==> config.mk <==
export PLATFORM = sky130hd
export DESIGN_NAME = div_unit
export DESIGN_NICKNAME = d
export VERILOG_FILES = /design/src/rtl/div_unit_pkg.sv /design/src/rtl/div_unit.sv
export SDC_FILE = /design/constraint.sdc
export NUM_CORES = 1
export LEC_CHECK = 0
export ABC_AREA = 1
export CAP_MARGIN = 20
export CORE_ASPECT_RATIO = 0.7
export CORE_UTILIZATION = 59
export DETAILED_ROUTE_END_ITERATION = 6
export DONT_BUFFER_PORTS = 1
export PLACE_DENSITY = 0.72
export RECOVER_POWER = 50
export SLEW_MARGIN = 5
export SYNTH_ARGS = -nofsm -noshare
export SYNTH_HDL_FRONTEND = slang
export SYNTH_SLANG_ARGS = --single-unit
==> constraint.sdc <==
create_clock -name clk -period 7.3 [get_ports clk]
set_clock_uncertainty 0.1 [all_clocks]
set_input_delay 0.73 -clock clk [delete_from_list [all_inputs] [get_ports clk]]
set_output_delay 0.73 -clock clk [all_outputs]
set_load 0.05 [all_outputs]
==> src/rtl/div_unit_pkg.sv <==
// ---------------------------------------------------------------------------
// div_unit_pkg : shared encodings and helpers for the iterative divider
// Revision     : 1.0
// ---------------------------------------------------------------------------
`default_nettype none
`timescale 1ns/1ps

package div_unit_pkg;

  typedef enum logic [1:0] {
    OP_DIV  = 2'b00,
    OP_DIVU = 2'b01,
    OP_REM  = 2'b10,
    OP_REMU = 2'b11
  } div_op_e;

  typedef enum logic [1:0] {
    ST_IDLE = 2'b00,
    ST_CALC = 2'b01,
    ST_DONE = 2'b10
  } div_state_e;

  localparam logic [31:0] ZeroWord = 32'h0000_0000;
  localparam logic [4:0]  ZeroReg  = 5'd0;

  // Two's-complement negate when the flag is set.
  function automatic logic [31:0] neg_if(input logic i_neg, input logic [31:0] i_val);
    return i_neg ? (~i_val + 32'd1) : i_val;
  endfunction

endpackage

`default_nettype wire

==> src/rtl/div_unit.sv <==
// ---------------------------------------------------------------------------
// div_unit : multi-cycle restoring radix-2 divider with register-file write
// Revision : 1.0
// ---------------------------------------------------------------------------
`default_nettype none
`timescale 1ns/1ps

module div_unit
  import div_unit_pkg::*;
#(
  parameter int DIV_ITER = 32
) (
  input  logic        clk,
  input  logic        rst,
  input  logic        start_i,
  input  logic [1:0]  op_i,
  input  logic [31:0] dividend_i,
  input  logic [31:0] divisor_i,
  input  logic [4:0]  waddr_i,
  input  logic        kill_i,
  output logic        busy_o,
  output logic        reg_we_o,
  output logic [4:0]  reg_waddr_o,
  output logic [31:0] reg_wdata_o
);

  localparam logic [5:0] C_ITER = 6'(DIV_ITER);

  div_state_e  r_state;
  div_op_e     r_op;
  logic [4:0]  r_waddr;
  logic [31:0] r_div;
  logic [31:0] r_quo;
  logic [31:0] r_rem;
  logic [5:0]  r_cnt;
  logic        r_q_neg;
  logic        r_r_neg;
  logic        r_busy;
  logic        r_we;
  logic [4:0]  r_wa_out;
  logic [31:0] r_wd_out;

  div_op_e     w_op;
  logic        w_signed;
  logic        w_is_div;
  logic        w_a_neg;
  logic        w_b_neg;
  logic [31:0] w_a_mag;
  logic [31:0] w_b_mag;
  logic        w_div_zero;
  logic        w_ovf;
  logic [31:0] w_special;
  logic [32:0] w_trial;
  logic [32:0] w_diff;
  logic        w_ge;
  logic [31:0] w_rem_nx;
  logic [31:0] w_quo_nx;
  logic [31:0] w_calc_res;

  // Operand decode for the request currently presented by EX
  always_comb begin
    w_op       = div_op_e'(op_i);
    w_signed   = (w_op == OP_DIV) || (w_op == OP_REM);
    w_is_div   = (w_op == OP_DIV) || (w_op == OP_DIVU);
    w_a_neg    = w_signed & dividend_i[31];
    w_b_neg    = w_signed & divisor_i[31];
    w_a_mag    = neg_if(w_a_neg, dividend_i);
    w_b_mag    = neg_if(w_b_neg, divisor_i);
    w_div_zero = (divisor_i == ZeroWord);
    w_ovf      = w_signed && (dividend_i == 32'h8000_0000) && (divisor_i == 32'hFFFF_FFFF);
    if (w_div_zero) begin
      w_special = w_is_div ? 32'hFFFF_FFFF : dividend_i;
    end else begin
      w_special = w_is_div ? 32'h8000_0000 : ZeroWord;
    end
  end

  // One restoring step: shift the next dividend bit in, subtract if it fits
  always_comb begin
    w_trial  = {r_rem, r_quo[31]};
    w_diff   = w_trial - {1'b0, r_div};
    w_ge     = ~w_diff[32];
    w_rem_nx = w_ge ? w_diff[31:0] : w_trial[31:0];
    w_quo_nx = {r_quo[30:0], w_ge};
    if ((r_op == OP_DIV) || (r_op == OP_DIVU)) begin
      w_calc_res = neg_if(r_q_neg, w_quo_nx);
    end else begin
      w_calc_res = neg_if(r_r_neg, w_rem_nx);
    end
  end

  always_ff @(posedge clk or posedge rst) begin
    if (rst) begin
      r_state  <= ST_IDLE;
      r_op     <= OP_DIV;
      r_waddr  <= ZeroReg;
      r_div    <= ZeroWord;
      r_quo    <= ZeroWord;
      r_rem    <= ZeroWord;
      r_cnt    <= 6'd0;
      r_q_neg  <= 1'b0;
      r_r_neg  <= 1'b0;
      r_busy   <= 1'b0;
      r_we     <= 1'b0;
      r_wa_out <= ZeroReg;
      r_wd_out <= ZeroWord;
    end else begin
      r_we     <= 1'b0;
      r_wa_out <= ZeroReg;
      r_wd_out <= ZeroWord;
      if (kill_i) begin
        r_state <= ST_IDLE;
        r_busy  <= 1'b0;
        r_cnt   <= 6'd0;
      end else begin
        case (r_state)
          ST_IDLE: begin
            if (start_i) begin
              r_op    <= w_op;
              r_waddr <= waddr_i;
              r_q_neg <= w_a_neg ^ w_b_neg;
              r_r_neg <= w_a_neg;
              r_busy  <= 1'b1;
              if (w_div_zero || w_ovf) begin
                r_state  <= ST_DONE;
                r_we     <= (waddr_i != ZeroReg);
                r_wa_out <= waddr_i;
                r_wd_out <= w_special;
              end else begin
                r_state <= ST_CALC;
                r_cnt   <= C_ITER;
                r_quo   <= w_a_mag;
                r_div   <= w_b_mag;
                r_rem   <= ZeroWord;
              end
            end
          end
          ST_CALC: begin
            r_quo <= w_quo_nx;
            r_rem <= w_rem_nx;
            if (r_cnt != 6'd0) begin
              r_cnt <= r_cnt - 6'd1;
            end
            // The final step's result is captured directly into the write port
            if (r_cnt < 6'd2) begin
              r_state  <= ST_DONE;
              r_we     <= (r_waddr != ZeroReg);
              r_wa_out <= r_waddr;
              r_wd_out <= w_calc_res;
            end
          end
          ST_DONE: begin
            r_state <= ST_IDLE;
            r_busy  <= 1'b0;
          end
          default: begin
            r_state <= ST_IDLE;
            r_busy  <= 1'b0;
          end
        endcase
      end
    end
  end

  // A flush arriving during the write cycle still suppresses the write
  assign reg_we_o    = r_we & ~kill_i;
  assign reg_waddr_o = r_wa_out;
  assign reg_wdata_o = r_wd_out;
  assign busy_o      = r_busy;

endmodule

`default_nettype wire

# --- After elaboration in Yosys (flattened, before gate mapping) ---
# Index checks and enable logic that the tools add are counted.
classes:
  add_sub_neg: 6
  magnitude_cmp: 1
  n_eq_ne: 13
  n_mux: 43
  n_bitwise: 11
  n_reduce_logical: 21
op_table:
  columns: ["op", "n"]
  rows:
  - ["32-bit 2-to-1 mux", 17]
  - ["32-bit case mux with 2 select lines", 3]
  - ["32-bit by 1-bit adder with 32-bit output, second input constant", 4]
  - ["32-bit NOT", 4]
  - ["32-bit == test, second input constant", 2]
  - ["33-bit by 32-bit subtractor with 33-bit output", 1]
  - ["32-bit logical NOT", 1]
  - ["6-bit 2-to-1 mux", 4]
  - ["5-bit 2-to-1 mux", 4]
  - ["3-bit != test, second input constant", 4]
  - ["6-bit case mux with 2 select lines", 1]
  - ["4-bit AND reduction", 3]
  - ["5-bit case mux with 2 select lines", 1]
  - ["5-bit nonzero test", 2]
  - ["2-bit 2-to-1 mux", 4]
  - ["2-bit by 1-bit == test with 1-bit output, second input constant", 3]
  - ["2-bit logical NOT", 3]
  - ["6-bit by 2-bit less-than comparator with 1-bit output, second input constant", 1]
  - ["1-bit 2-to-1 mux", 6]
  - ["2-bit != test, second input constant", 3]
  - ["6-bit nonzero test", 1]
  - ["6-bit by 1-bit subtractor with 6-bit output, second input constant", 1]
  - ["1-bit logical OR", 4]
  - ["1-bit case mux with 2 select lines", 2]
  - ["other kinds (10)", 16]
word_totals:
  reg_bits: 152
  inputBits: 75
  output_inout_bits: 39

# --- Longest topological paths before layout ---
# Gate-level depths: netlist of run 1.
depth:
  depth_word: 9
  depth_mapped: 31

# --- Worst setup path before layout of run 1 ---
# OpenSTA, ideal clock, no wires.
synth_path:
  path_kind: "reg-to-reg"
  from: "reg r_quo[31]"
  to: "reg r_wd_out[30] (netlist: reg_wdata_o[30])"
  setup_ps: 141
  t_arrival_ps: 4037
  required_ps: 7059
  setup_slack_ps: 3022
  path_stages_with_launch: 31
  n_path_buf: 2
  synth_period_minus_slack_ps: 4278
  path_cell_list: "dfrtp_1 -> inv_1 -> ha_1 -> inv_1 -> fa_1 -> nand2_1 -> nand2_1 -> nand3_1 -> nand2_1 -> nand2_1 -> nand2_1 -> nand2_4 -> nand3_4 -> nand2_4 -> buf_6 -> buf_4 -> ha_1 -> nand3_1 -> nor3_1 -> nand3_1 -> nor3_1 -> nand2_1 -> nand2_1 -> o21ai_0 -> a21oi_1 -> o21ai_0 -> a21oi_1 -> xor2_1 -> a21oi_1 -> nand2_1 -> a21oi_1"
synth_via:
  elab_chain_cells: 9
synth_rtl:
  columns: ["item", "line_no", "source"]
  rows:
  - ["start: declaration", "div_unit.sv:33", "logic [31:0] r_quo;"]
  - ["start signal: assignment", "div_unit.sv:98", "r_quo <= ZeroWord;"]
  - ["start signal: assignment", "div_unit.sv:132", "r_quo <= w_a_mag;"]
  - ["start signal: assignment", "div_unit.sv:139", "r_quo <= w_quo_nx;"]
  - ["33-bit by 32-bit subtractor with 33-bit output", "div_unit.sv:81", "w_diff = w_trial - {1'b0, r_div};"]
  - ["32-bit 2-to-1 mux or 1-bit NOT (tied branches)", "div_unit.sv:83, div_unit.sv:82", null]
  - ["32-bit NOT", "div_unit_pkg.sv:28", "return i_neg ? (~i_val + 32'd1) : i_val;"]
  - ["32-bit by 1-bit adder with 32-bit output", "div_unit_pkg.sv:28", null]
  - ["32-bit 2-to-1 mux", "div_unit_pkg.sv:28", null]
  - ["32-bit 2-to-1 mux *", "div_unit.sv:85", "if ((r_op == OP_DIV) || (r_op == OP_DIVU)) begin"]
  - ["32-bit 2-to-1 mux *", "div_unit.sv:145", "if (r_cnt < 6'd2) begin"]
  - ["32-bit case mux with 2 select lines *", "div_unit.sv:116", "case (r_state)"]
  - ["32-bit 2-to-1 mux *", "div_unit.sv:111", "if (kill_i) begin"]
  - ["end signal: assignment", "div_unit.sv:110", "r_wd_out <= ZeroWord;"]
  - ["end signal: assignment", "div_unit.sv:128", "r_wd_out <= w_special;"]
  - ["end signal: assignment", "div_unit.sv:149", "r_wd_out <= w_calc_res;"]
  - ["end: declaration", "div_unit.sv:41", "logic [31:0] r_wd_out;"]
# Every way passes the cells marked *; elsewhere a longest branch is shown, timed or not.
# A chain may end at the register's enable or synchronous reset.

# --- Worst setup path after layout of run 1 ---
# Same ends and word-level chain as after synthesis.

==> out/qor.csv, run 1 <==
stage,metric,value,unit
clocking,clock_path_buffers,2,
pwr,powerDensity,542,nW/um^2
route,drt_wl_total,43100,um
die,fp.dieH,127,um
global_routing,grt_pass1_wl,68400,um
die,ios,114,
synth,yosysWarnings,0,
critical_path,cp_max_fo,39,
global_routing,grt_usage,38.5,%
route,drt-pass1-iter-count,6,
synth,syn_avg_cell_area,6.26,um^2
global_routing,grt_max_degree,84,
synth,yosysSeqAreaShare,28.6,%
die,core_area,21800,um^2
sta,relSlewSlack,-145,%
route,ant_nets,0,
synth,syn_area,13200,um^2
sta,finalCritPeriodShare,71.2,%
critical_path,worst_path_max_delay_cell,nand2_4,
synth,synth_edf_count,0,
clocking,cts_tree,yes,
final_layout,antenna_cells,0,
job,max_cap_violations,2,
synth,syn_inst,2112,
synth,synthArstFlopShare,100,%
clocking,h-tree-depth,4,
clocking,cts_root_buffer,clkbuf_16,
critical_path,arrival,5.44,ns
min_path,hp-class,in2reg,
critical_path,cp-start-kind,register,
die,row_count,45,
synth,synth.net_count,2226,
sta,tns,0,ns
pwr,total_power,7.56,mW
final_layout,layout.nets,2186,
clocking,clk-insertion-delay-late,0.45,ns
clocking,postCtsSetupBuffers,0,
die,die_area,23000,um^2
critical_path,critPathBufInv,2,
sta,period_minus_slack,5.20,ns
status,status,"complete, but fails checks",
placed_design,port_buffers,0,
critical_path,critPathTopFamily,simple AND/OR/NAND/NOR gates,
route,wl_per_cell,18.2,um
global_routing,grt_overflow_total,0,
sta,max_slew.worst_pin.slew,3.66,ns
pwr,leakage,7.00,nW
final_layout,fill_cells,2103,
sta,finalSetupViolations,0,
clocking,cts_resized,0,
placed_design,dp.final_hpwl,33300,um
clocking,holdBufCountCts,0,
route,drc,0,
route,viasPerCell,5.95,
die,die_w,181,um
final_layout,area_growth,5.61,%
die,start_util,60.5,%
synth,synth_flop_cell,dfrtp_1,
critical_path,slowest_delay,0.45,ns
clocking,cts_buffers,17,
final_layout,drive_gt1_share,5.95,%
sta,max_clock_freq,192,MHz
placed_design,dp_slack,2.26,ns
sta,hold_slack,0.230,ns
status,violations,"max-capacitance violations, max-slew violations",
route,vias,14084,
synth,synth-seq-cells,151,
critical_path,r2r_cells,28,
global_routing,grt_pass1_vias,12447,
critical_path,worstPathRequired,7.54,ns
sta,slew_viol_final,154,
clocking,clock-sinks,151,
pwr,ir_drop,0.000283,V
placed_design,gp_congestion,1.00,
critical_path,worst-setup-path-type,reg2reg,
clocking,clk_transition_reported_paths,0.07,ns
sta,hold_viol_final,0,
critical_path,cp.depth,28,
critical_path,crit_top_cell,nand2_1,
min_path,holdPathStages,1,
critical_path,critPathCaptureType,register,
synth,yosysUniqueCellTypes,53,
sta,rsz0062_at_grt,no,
route,drt-initial-drc-count,1897,
global_routing,antenna_found_initial,2,
sta,layout_setup_ws,2.10,ns
## worst reg2reg max path: cells and delay by family, from the launching register on
kind,cells,cell delay [ns]
fa+ha+maj,3,0.88
compound gates,6,0.97
flops,1,0.36
buf+inv,2,0.19
simple gates,16,2.44
xor+xnor,1,0.16
## cells in the final DEF (no fill, tap or decap), drive strengths merged, types with 32 or more instances in the layout
cell type  count
nand3        166
nand2        640
inv          306
o21ai        189
nor3          35
nand4         32
nor2         200
a21oi        105
xor2          41
dfrtp        151
o22ai         42
ha            38
## report_power, final
| part | leakage, nW | switching [mW] | internal (mW) |
|---|---|---|---|
| Clock | 0.299 | 0.416 | 0.505 |
| Sequential | 1.97 | 0.268 | 1.10 |
| Combinational | 4.73 | 3.71 | 1.57 |
| Total | 7.00 | 4.39 | 3.17 |
## final cells by class
type	count	area, um^2	area share [%]
multi-input combinational	1591	7990	57.3
sequential	151	3780	27.1
inverter	299	1120	8.05
clock buffer	19	453	3.24
tap	282	353	2.53
clock inverter	13	150	1.08
timing repair buffer	12	108	0.771
## final timing paths
kind / from / endpoint / slack (ns)
max reg2reg: r_quo[31] / reg_wdata_o[30] / 2.10
min in group asynchronous: rst / reg_wdata_o[21] / 1.11
max: r_quo[31] / reg_wdata_o[30] / 2.10
max in group asynchronous: rst / r_cnt[1] / 3.11
min reg2reg: r_div[23] / r_div[23] / 0.38
min: kill_i / reg_wdata_o[4] / 0.23
## kinds of logic (layout without fill, tap and decap cells)
family,Yosys count,after routing,synth area share [%]
simple gates,1110,1110,36.5
flops,151,151,28.6
compound gates,385,385,16.3
xor+xnor,57,57,3.78
fa+ha+maj,39,39,3.75
buf+inv,370,343,11.0
## per-stage QoR
| stage | utilization, % | instance area [um^2] | std cells |
|---|---|---|---|
| 5_1_grt | 63.9 | 14000 | 2367 |
| 6_report | 63.9 | 14000 | 2367 |
| 3_5_place_dp | 61.0 | 13300 | 2334 |
| 4_1_cts | 63.8 | 13900 | 2366 |
| 2_1_floorplan | - | 13200 | 2112 |
| 3_3_place_gp | 61.0 | 13300 | 2334 |
## synth_stat cells (4+ instances only)
cell,instances,share of area (%)
buf_4,5,0.28
buf_6,4,0.34
xnor2_1,16,1.1
nand2_1,607,17
o211ai_1,15,0.85
nor2_4,4,0.34
o22ai_1,42,2.0
o21bai_1,10,0.57
a21oi_2,4,0.27
nand2_2,26,1.2
nor2_1,188,5.3
clkbuf_1,51,1.4
a31oi_1,8,0.38
buf_2,4,0.15
nor3_1,33,1.2
nand4_1,32,1.5
inv_2,8,0.23
inv_1,288,8.2
xor2_1,41,2.7
nand3_1,162,6.1
nor4_1,16,0.76
nor2_2,8,0.38
o21ai_0,176,6.7
o31ai_1,5,0.28
o21ai_1,10,0.38
ha_1,38,3.6
or2_2,5,0.24
a21oi_1,99,3.7
nand3b_1,12,0.68
buf_1,6,0.17
nand2_4,7,0.60
dfrtp_1,151,29
## flip-flops by register name, summed over array words and instances (netlist names)
| name | count |
|---|---|
| r_we | 1 |
| r_op | 1 |
| r_rem | 32 |
| busy_o | 1 |
| reg_wdata_o | 32 |
| r_div | 32 |
| r_r_neg | 1 |
| reg_waddr_o | 5 |
| r_q_neg | 1 |
| r_state | 2 |
| r_waddr | 5 |
| r_cnt | 6 |
| r_quo | 32 |
## per-layer routing
layer | vias to the layer above | GRT usage, % | part of all wire, %
met5 | - | 0 | 0.026
met2 | 795 | 54.5 | 40
met1 | 6464 | 60.0 | 47
met3 | 54 | 7.18 | 12
met4 | 2 | 8.85 | 1.5
li1 | 6769 | - | -
Note: power is estimated with default switching activity, not from simulation.
==> inputs of run 2 (changes only) <==
ABC_AREA = 0   (was 1)
PLACE_DENSITY = 0.75   (was 0.72)
clock period = 4.62 ns   (was 7.3 ns; I/O delays follow)
==> run 2 against run 1 <==
Synthesized cell count decreased by 27%. Largest power group unchanged. First-iteration DRC count down 30%. Via count fell by 14%. Global-route usage fell by 2.4 points. Highest routed layer is now met4. Clock power increased by 51%. The run ends with max-capacitance violations, max-slew violations, negative setup slack left. Wire length shrank 13%. Cell area shrank 2.5%. Power down 25%. Count of clock-buffer cells in the layout up 1. Core utilization up 4.5 points. Setup slack worse by 2.3 ns. Final cell count shrank 22%. Critical endpoint is now reg_wdata_o[28].
==> out/qor.csv, run 2 <==
stage,metric,value,unit
status,status,"complete, but fails checks",
status,violations,"max-capacitance violations, max-slew violations, negative setup slack",
final_layout,drive_gt1_share,12.6,%
synth,yosysSeqAreaShare,31.4,%
critical_path,worst-setup-path-type,reg2reg,
route,drt-pass1-iter-count,5,
critical_path,worstPathRequired,4.83,ns
placed_design,placed_cells,1812,
min_path,hp-class,in2reg,
critical_path,cp_max_fo,6,
synth,synth-seq-cells,151,
sta,tns,-0.407,ns
die,fp.dieH,121,um
job,max_cap_violations,1,
final_layout,area_growth,13.2,%
route,drt_wl_total,37400,um
critical_path,r2r_cells,23,
synth,syn_inst,1536,
sta,rsz0062_at_grt,yes,
sta,layout_setup_ws,-0.183,ns
synth,synthArstFlopShare,100,%
synth,synth.top_cell.area_share,31.4,%
final_layout,final_cell_mix,"210 x nand2_1, 182 x o21ai_0, 151 x dfrtp_1",
synth,syn_area,12000,um^2
final_layout,fill_cells,1723,
pwr,ir_drop,0.000392,V
critical_path,cp-start-kind,register,
global_routing,grt_pass1_wl,59600,um
global_routing,antenna_found_initial,2,
pwr,total_power,5.65,mW
route,wl_per_cell,20.2,um
final_layout,stdcell_area,13600,um^2
placed_design,gp_congestion,0.967,
synth,syn_avg_cell_area,7.83,um^2
pwr,leakage,5.68,nW
synth,synth_flop_cell,dfrtp_1,
global_routing,grt_overflow_total,0,
min_path,holdPathStages,2,
die,die_w,173,um
route,ant_nets,0,
route,vias,12080,
die,die_area,21000,um^2
sta,finalSetupViolations,3,
critical_path,worstReg2RegEnd,reg_wdata_o[28],
synth,yosysUniqueCellTypes,78,
sta,relSlewSlack,-157,%
global_routing,grt_pass1_vias,11179,
clocking,clk_transition_reported_paths,0.07,ns
route,drc,0,
die,core_area,19900,um^2
route,drt-initial-drc-count,1328,
sta,max_slew.worst_pin.slew,3.85,ns
min_path,hold_start,waddr_i[1],
clocking,cts_buffers,17,
min_path,min_to,r_waddr[1],
placed_design,dp.final_hpwl,27700,um
critical_path,r2r-start,r_quo[31],
sta,slew_viol_final,152,
sta,hold_viol_final,0,
global_routing,grt_max_degree,152,
clocking,clk-insertion-delay-late,0.45,ns
critical_path,arrival,5.01,ns
clocking,h-tree-depth,4,
final_layout,layout.nets,1688,
critical_path,reg2reg_setup_slack,-0.18,ns
critical_path,critPathCaptureType,register,
sta,max_clock_freq,208,MHz
die,ios,114,
die,start_util,60.4,%
final_layout,final_common_cell,nand2_1,
die,row_count,43,
sta,finalCritPeriodShare,104,%
pwr,powerDensity,415,nW/um^2
synth,synthTopCellsByArea,"dfrtp_1 31%, o21ai_0 7.8%, nand2_1 6.6%, xnor2_1 5.4%, a21oi_1 5.0%",
synth,netlist_top_cells_count,"211 x nand2_1, 187 x o21ai_0, 151 x dfrtp_1, 121 x a21oi_1, 112 x nor2_1",
placed_design,dpl_cell_area,12800,um^2
synth,synth_top_cell_by_area,dfrtp_1,
clocking,cts_tree,yes,
clocking,cts_root_buffer,clkbuf_16,
final_layout,antenna_cells,0,
synth,synth_edf_count,0,
clocking,clock_path_buffers,2,
clocking,clock-sinks,151,
final_layout,layout.cells.non_filler,1855,
synth,yosysWarnings,0,
global_routing,grt_usage,36.2,%
route,viasPerCell,6.51,
synth,synth.net_count,1650,
placed_design,port_buffers,0,
synth,yosysMostFrequentCell,nand2_1,
sta,period_minus_slack,4.80,ns
[run 2: routing by layer]
| layer | track usage, % | vias up | wire length, um |
|---|---|---|---|
| li1 | - | 5622 | - |
| met1 | 51.9 | 5778 | 16700 |
| met2 | 54.4 | 612 | 16400 |
| met3 | 7.74 | 68 | 3590 |
| met4 | 10.8 | 0 | 722 |
| met5 | 0 | - | 0 |
[run 2: final cells by class]
class / count / area (um^2) / share of cell area, %
Sequential cell: 151 / 3780 / 27.8
Inverter: 62 / 239 / 1.76
Multi-Input combinational cell: 1233 / 7820 / 57.5
Tap cell: 270 / 338 / 2.48
Clock inverter: 10 / 105 / 0.772
Clock buffer: 20 / 457 / 3.35
Timing Repair Buffer: 109 / 872 / 6.41
[run 2: cell families (layout without fill, tap and decap cells)]
logic type / count (synthesis) / in the layout / share of synthesized area [%]
buffers and inverters: 152 / 201 / 4.97
flip-flops: 151 / 151 / 31.4
AND/OR/NAND/NOR: 534 / 534 / 21.3
multiplexers: 43 / 43 / 3.71
XOR/XNOR: 125 / 125 / 9.11
AO/OA/AOI/OAI: 492 / 492 / 25.3
adder cells (fa/ha/maj): 39 / 39 / 4.12
[run 2: worst max-delay path by stage]
stage	start	end	cells past startpoint
floorplan	r_quo[31]	reg_wdata_o[30]	25
global placement	r_quo[31]	reg_wdata_o[30]	21
detailed placement	r_quo[31]	reg_wdata_o[30]	21
CTS	r_quo[31]	reg_wdata_o[30]	21
global route	r_quo[31]	reg_wdata_o[30]	21
finish	r_quo[31]	reg_wdata_o[28]	23
[run 2: report_power, final]
| group | leakage (nW) | internal, mW | switching (mW) |
|---|---|---|---|
| Sequential | 1.99 | 1.55 | 0.308 |
| Clock | 0.277 | 0.810 | 0.578 |
| Combinational | 3.42 | 1.00 | 1.40 |
[run 2: critical path: stages, from the launching register on]
cell       delay [ns]
dfrtp_1          0.38
inv_2            0.08
ha_4             0.15
inv_4            0.04
fa_2             0.33
a21o_4           0.22
and4_4           0.21
o2111ai_4        0.24
a2111oi_4        0.13
o31a_2           0.38
nor2_4           0.12
inv_4            0.07
mux2i_4          0.19
ha_2             0.24
nand2_2          0.05
nor3_2           0.13
and3_1           0.18
mux2i_2          0.08
or4_4            0.45
buf_4            0.16
buf_6            0.13
or3b_4           0.40
o31ai_4          0.07
a31oi_1          0.12
[run 2: through the flow]
step                hold WS, ns  utilization [%]  setup WS, ns
finish                   0.0243             68.4        -0.183
CTS                      0.0174             67.6        -0.194
global route             0.0138             68.4        -0.377
global placement          0.379             64.3        -0.117
detailed placement        0.380             64.3        -0.229
floorplan                 0.359                -        -0.623
[run 2: timing repair]
| action | 4_1_cts | 5_1_grt |
|---|---|---|
| hold buffers | 1 | 0 |
| hold endpoints to repair | 8 | 0 |
| buffers inserted | 6 | 4 |
| resized for setup | 9 | 29 |
| pin swaps | 4 | 12 |
| setup endpoints to repair | 7 | 11 |
==> inputs of run 3 (changes only) <==
MAX_ROUTING_LAYER = met4   (was default)
==> run 3 against run 2 <==
Critical endpoint unchanged. Sequential power about the same. Clock power increased by 4%. Cell area increased by 0.59%. Sequential share of layout area decreased by 0.16 points. Setup slack got worse by 0.067 ns. Non-clock buffer count increased by 8. Via count increased by 0.53%. Hold slack improved by 0.0025 ns. First-iteration DRC count increased by 4.8%. Combinational power about the same. Die area unchanged. The flow still finishes with violations (max-capacitance violations, max-slew violations, negative setup slack).
==> out/qor.csv, run 3 (same netlist as run 2, synthesis figures left out) <==
stage,metric,value,unit
status,status,"complete, but fails checks",
status,violations,"max-capacitance violations, max-slew violations, negative setup slack",
final_layout,final_common_cell,nand2_1,
placed_design,gp_congestion,1.01,
final_layout,area_growth,13.9,%
clocking,cts_root_buffer,clkbuf_16,
route,viasPerCell,6.52,
min_path,hp-class,in2reg,
critical_path,worst_path_max_delay_cell,or4_4,
final_layout,final_cell_mix,"210 x nand2_1, 184 x o21ai_0, 151 x dfrtp_1",
pwr,total_power,5.73,mW
job,max_cap_violations,1,
route,drt_wl_total,37400,um
critical_path,worstPathRequired,4.84,ns
sta,period_minus_slack,4.87,ns
sta,layout_setup_ws,-0.250,ns
placed_design,port_buffers,0,
route,ant_nets,0,
pwr,ir_drop,0.000363,V
pwr,powerDensity,418,nW/um^2
clocking,clock-sinks,151,
die,ios,114,
placed_design,dp.final_hpwl,27500,um
critical_path,critPathTopFamily,simple AND/OR/NAND/NOR gates,
sta,max_slew.worst_pin.slew,3.82,ns
global_routing,grt_usage,37.2,%
global_routing,grt_pass1_wl,59600,um
clocking,clk_transition_reported_paths,0.07,ns
die,core_area,19900,um^2
clocking,cts_tree,yes,
pwr,leakage,5.72,nW
route,wl_per_cell,20.1,um
route,drt-initial-drc-count,1392,
die,start_util,60.4,%
clocking,clk-insertion-delay-late,0.45,ns
critical_path,critPathBufInv,5,
critical_path,arrival,5.09,ns
die,die_area,21000,um^2
global_routing,grt_pass1_vias,11217,
route,drc,0,
critical_path,cp-start-kind,register,
critical_path,cp_cell_sequence,inv_2 > ha_4 > inv_2 > fa_2 > a21o_4 > and4_4 > o2111ai_4 > a2111oi_4 > o31a_2 > nor2_4 > inv_4 > mux2i_4 > ha_4 > nand2_2 > nor3_2 > and3_1 > mux2i_1 > or4_4 > buf_4 > buf_6 > or3b_2 > o31ai_2 > a31oi_1,
die,die_w,173,um
die,row_count,43,
sta,max_clock_freq,205,MHz
critical_path,slowest_delay,0.45,ns
sta,rsz0062_at_grt,yes,
die,fp.dieH,121,um
final_layout,layout.nets,1696,
clocking,h-tree-depth,4,
final_layout,antenna_cells,0,
final_layout,stdcell_area,13700,um^2
critical_path,cp_max_fo,6,
route,vias,12144,
sta,tns,-0.665,ns
global_routing,antenna_found_initial,1,
sta,finalCritPeriodShare,105,%
final_layout,drive_gt1_share,12.7,%
sta,hold_viol_final,0,
placed_design,dpl_cell_area,12800,um^2
critical_path,worst-setup-path-type,reg2reg,
sta,relSlewSlack,-155,%
route,drt-pass1-iter-count,7,
sta,finalSetupViolations,6,
critical_path,critPathCaptureType,register,
global_routing,grt_overflow_total,0,
clocking,cts_buffers,17,
clocking,clock_path_buffers,2,
sta,slew_viol_final,152,
global_routing,grt_max_degree,152,
==> run 3: cell types whose count changed in the layout (fill, tap and decap cells not counted), sizes merged <==
cell | before | now
buf | 107 | 114
clkinvlp | 3 | 8
clkinv | 6 | 3
clkbuf | 21 | 19
bufinv | 2 | 3
dlymetal6s2s | 0 | 1
==> run 3: report_power, final <==
group | leakage (nW) | total (mW) | internal (mW) | switching (mW)
registers | 1.99 | 1.86 | 1.55 | 0.307
logic | 3.47 | 2.41 | 1.02 | 1.39
clock network | 0.266 | 1.45 | 0.842 | 0.612
==> run 3: per-stage QoR <==
stage / hold WS, ns / setup slack, ns / instances / util, %
CTS: 0.0163 / -0.129 / 1854 / 67.8
global placement: 0.379 / -0.107 / 1816 / 64.5
global route: 0.0146 / -0.391 / 1864 / 68.8
floorplan: 0.359 / -0.623 / 1536 / -
finish: 0.0269 / -0.250 / 1864 / 68.8
detailed placement: 0.384 / -0.226 / 1816 / 64.5
==> run 3: worst register-to-register path, delay by kind of cell (launching register included) <==
family | cells | cell delay [ns]
buffers and inverters | 5 | 0.47
and+or+nand+nor | 7 | 1.66
AOI/OAI and AO/OA | 6 | 1.14
DFF | 1 | 0.38
muxes | 2 | 0.31
adders and majority gates | 3 | 0.67
==> run 3: worst paths after layout <==
check,cells past startpoint,slack (ns),startpoint,end
max,23,-0.25,r_quo[31],reg_wdata_o[28]
min reg2reg,2,0.40,r_waddr[0],r_waddr[0]
min,2,0.03,waddr_i[0],r_waddr[0]
max in group asynchronous,2,0.91,rst,r_div[27]
max reg2reg,23,-0.25,r_quo[31],reg_wdata_o[28]
min in group asynchronous,2,1.27,rst,r_waddr[4]
==> run 3: cell type report <==
type / instances / area, um^2
Clock buffer: 18 / 429
Clock inverter: 13 / 158
Fill cell: 1656 / 6210
Inverter: 62 / 236
Multi-Input combinational cell: 1233 / 7820
Sequential cell: 151 / 3780
Tap cell: 270 / 338
Timing Repair Buffer: 117 / 937
==> run 3: timing repair <==
item / CTS / global route
hold buffers: 1 / 0
hold endpoints to repair: 8 / 0
pin swaps: 4 / 12
cloned: 0 / 0
resized for setup: 8 / 22
setup endpoints to repair: 7 / 12
setup buffers: 6 / 9
==> run 3: routing by layer <==
layer | GRT usage, % | part of all wire (%) | vias to the layer above
li1 | - | - | 5628
met1 | 52.4 | 45 | 5796
met2 | 52.6 | 42 | 643
met3 | 8.02 | 10 | 77
met4 | 12.8 | 2.7 | 0
met5 | - | 0 | -
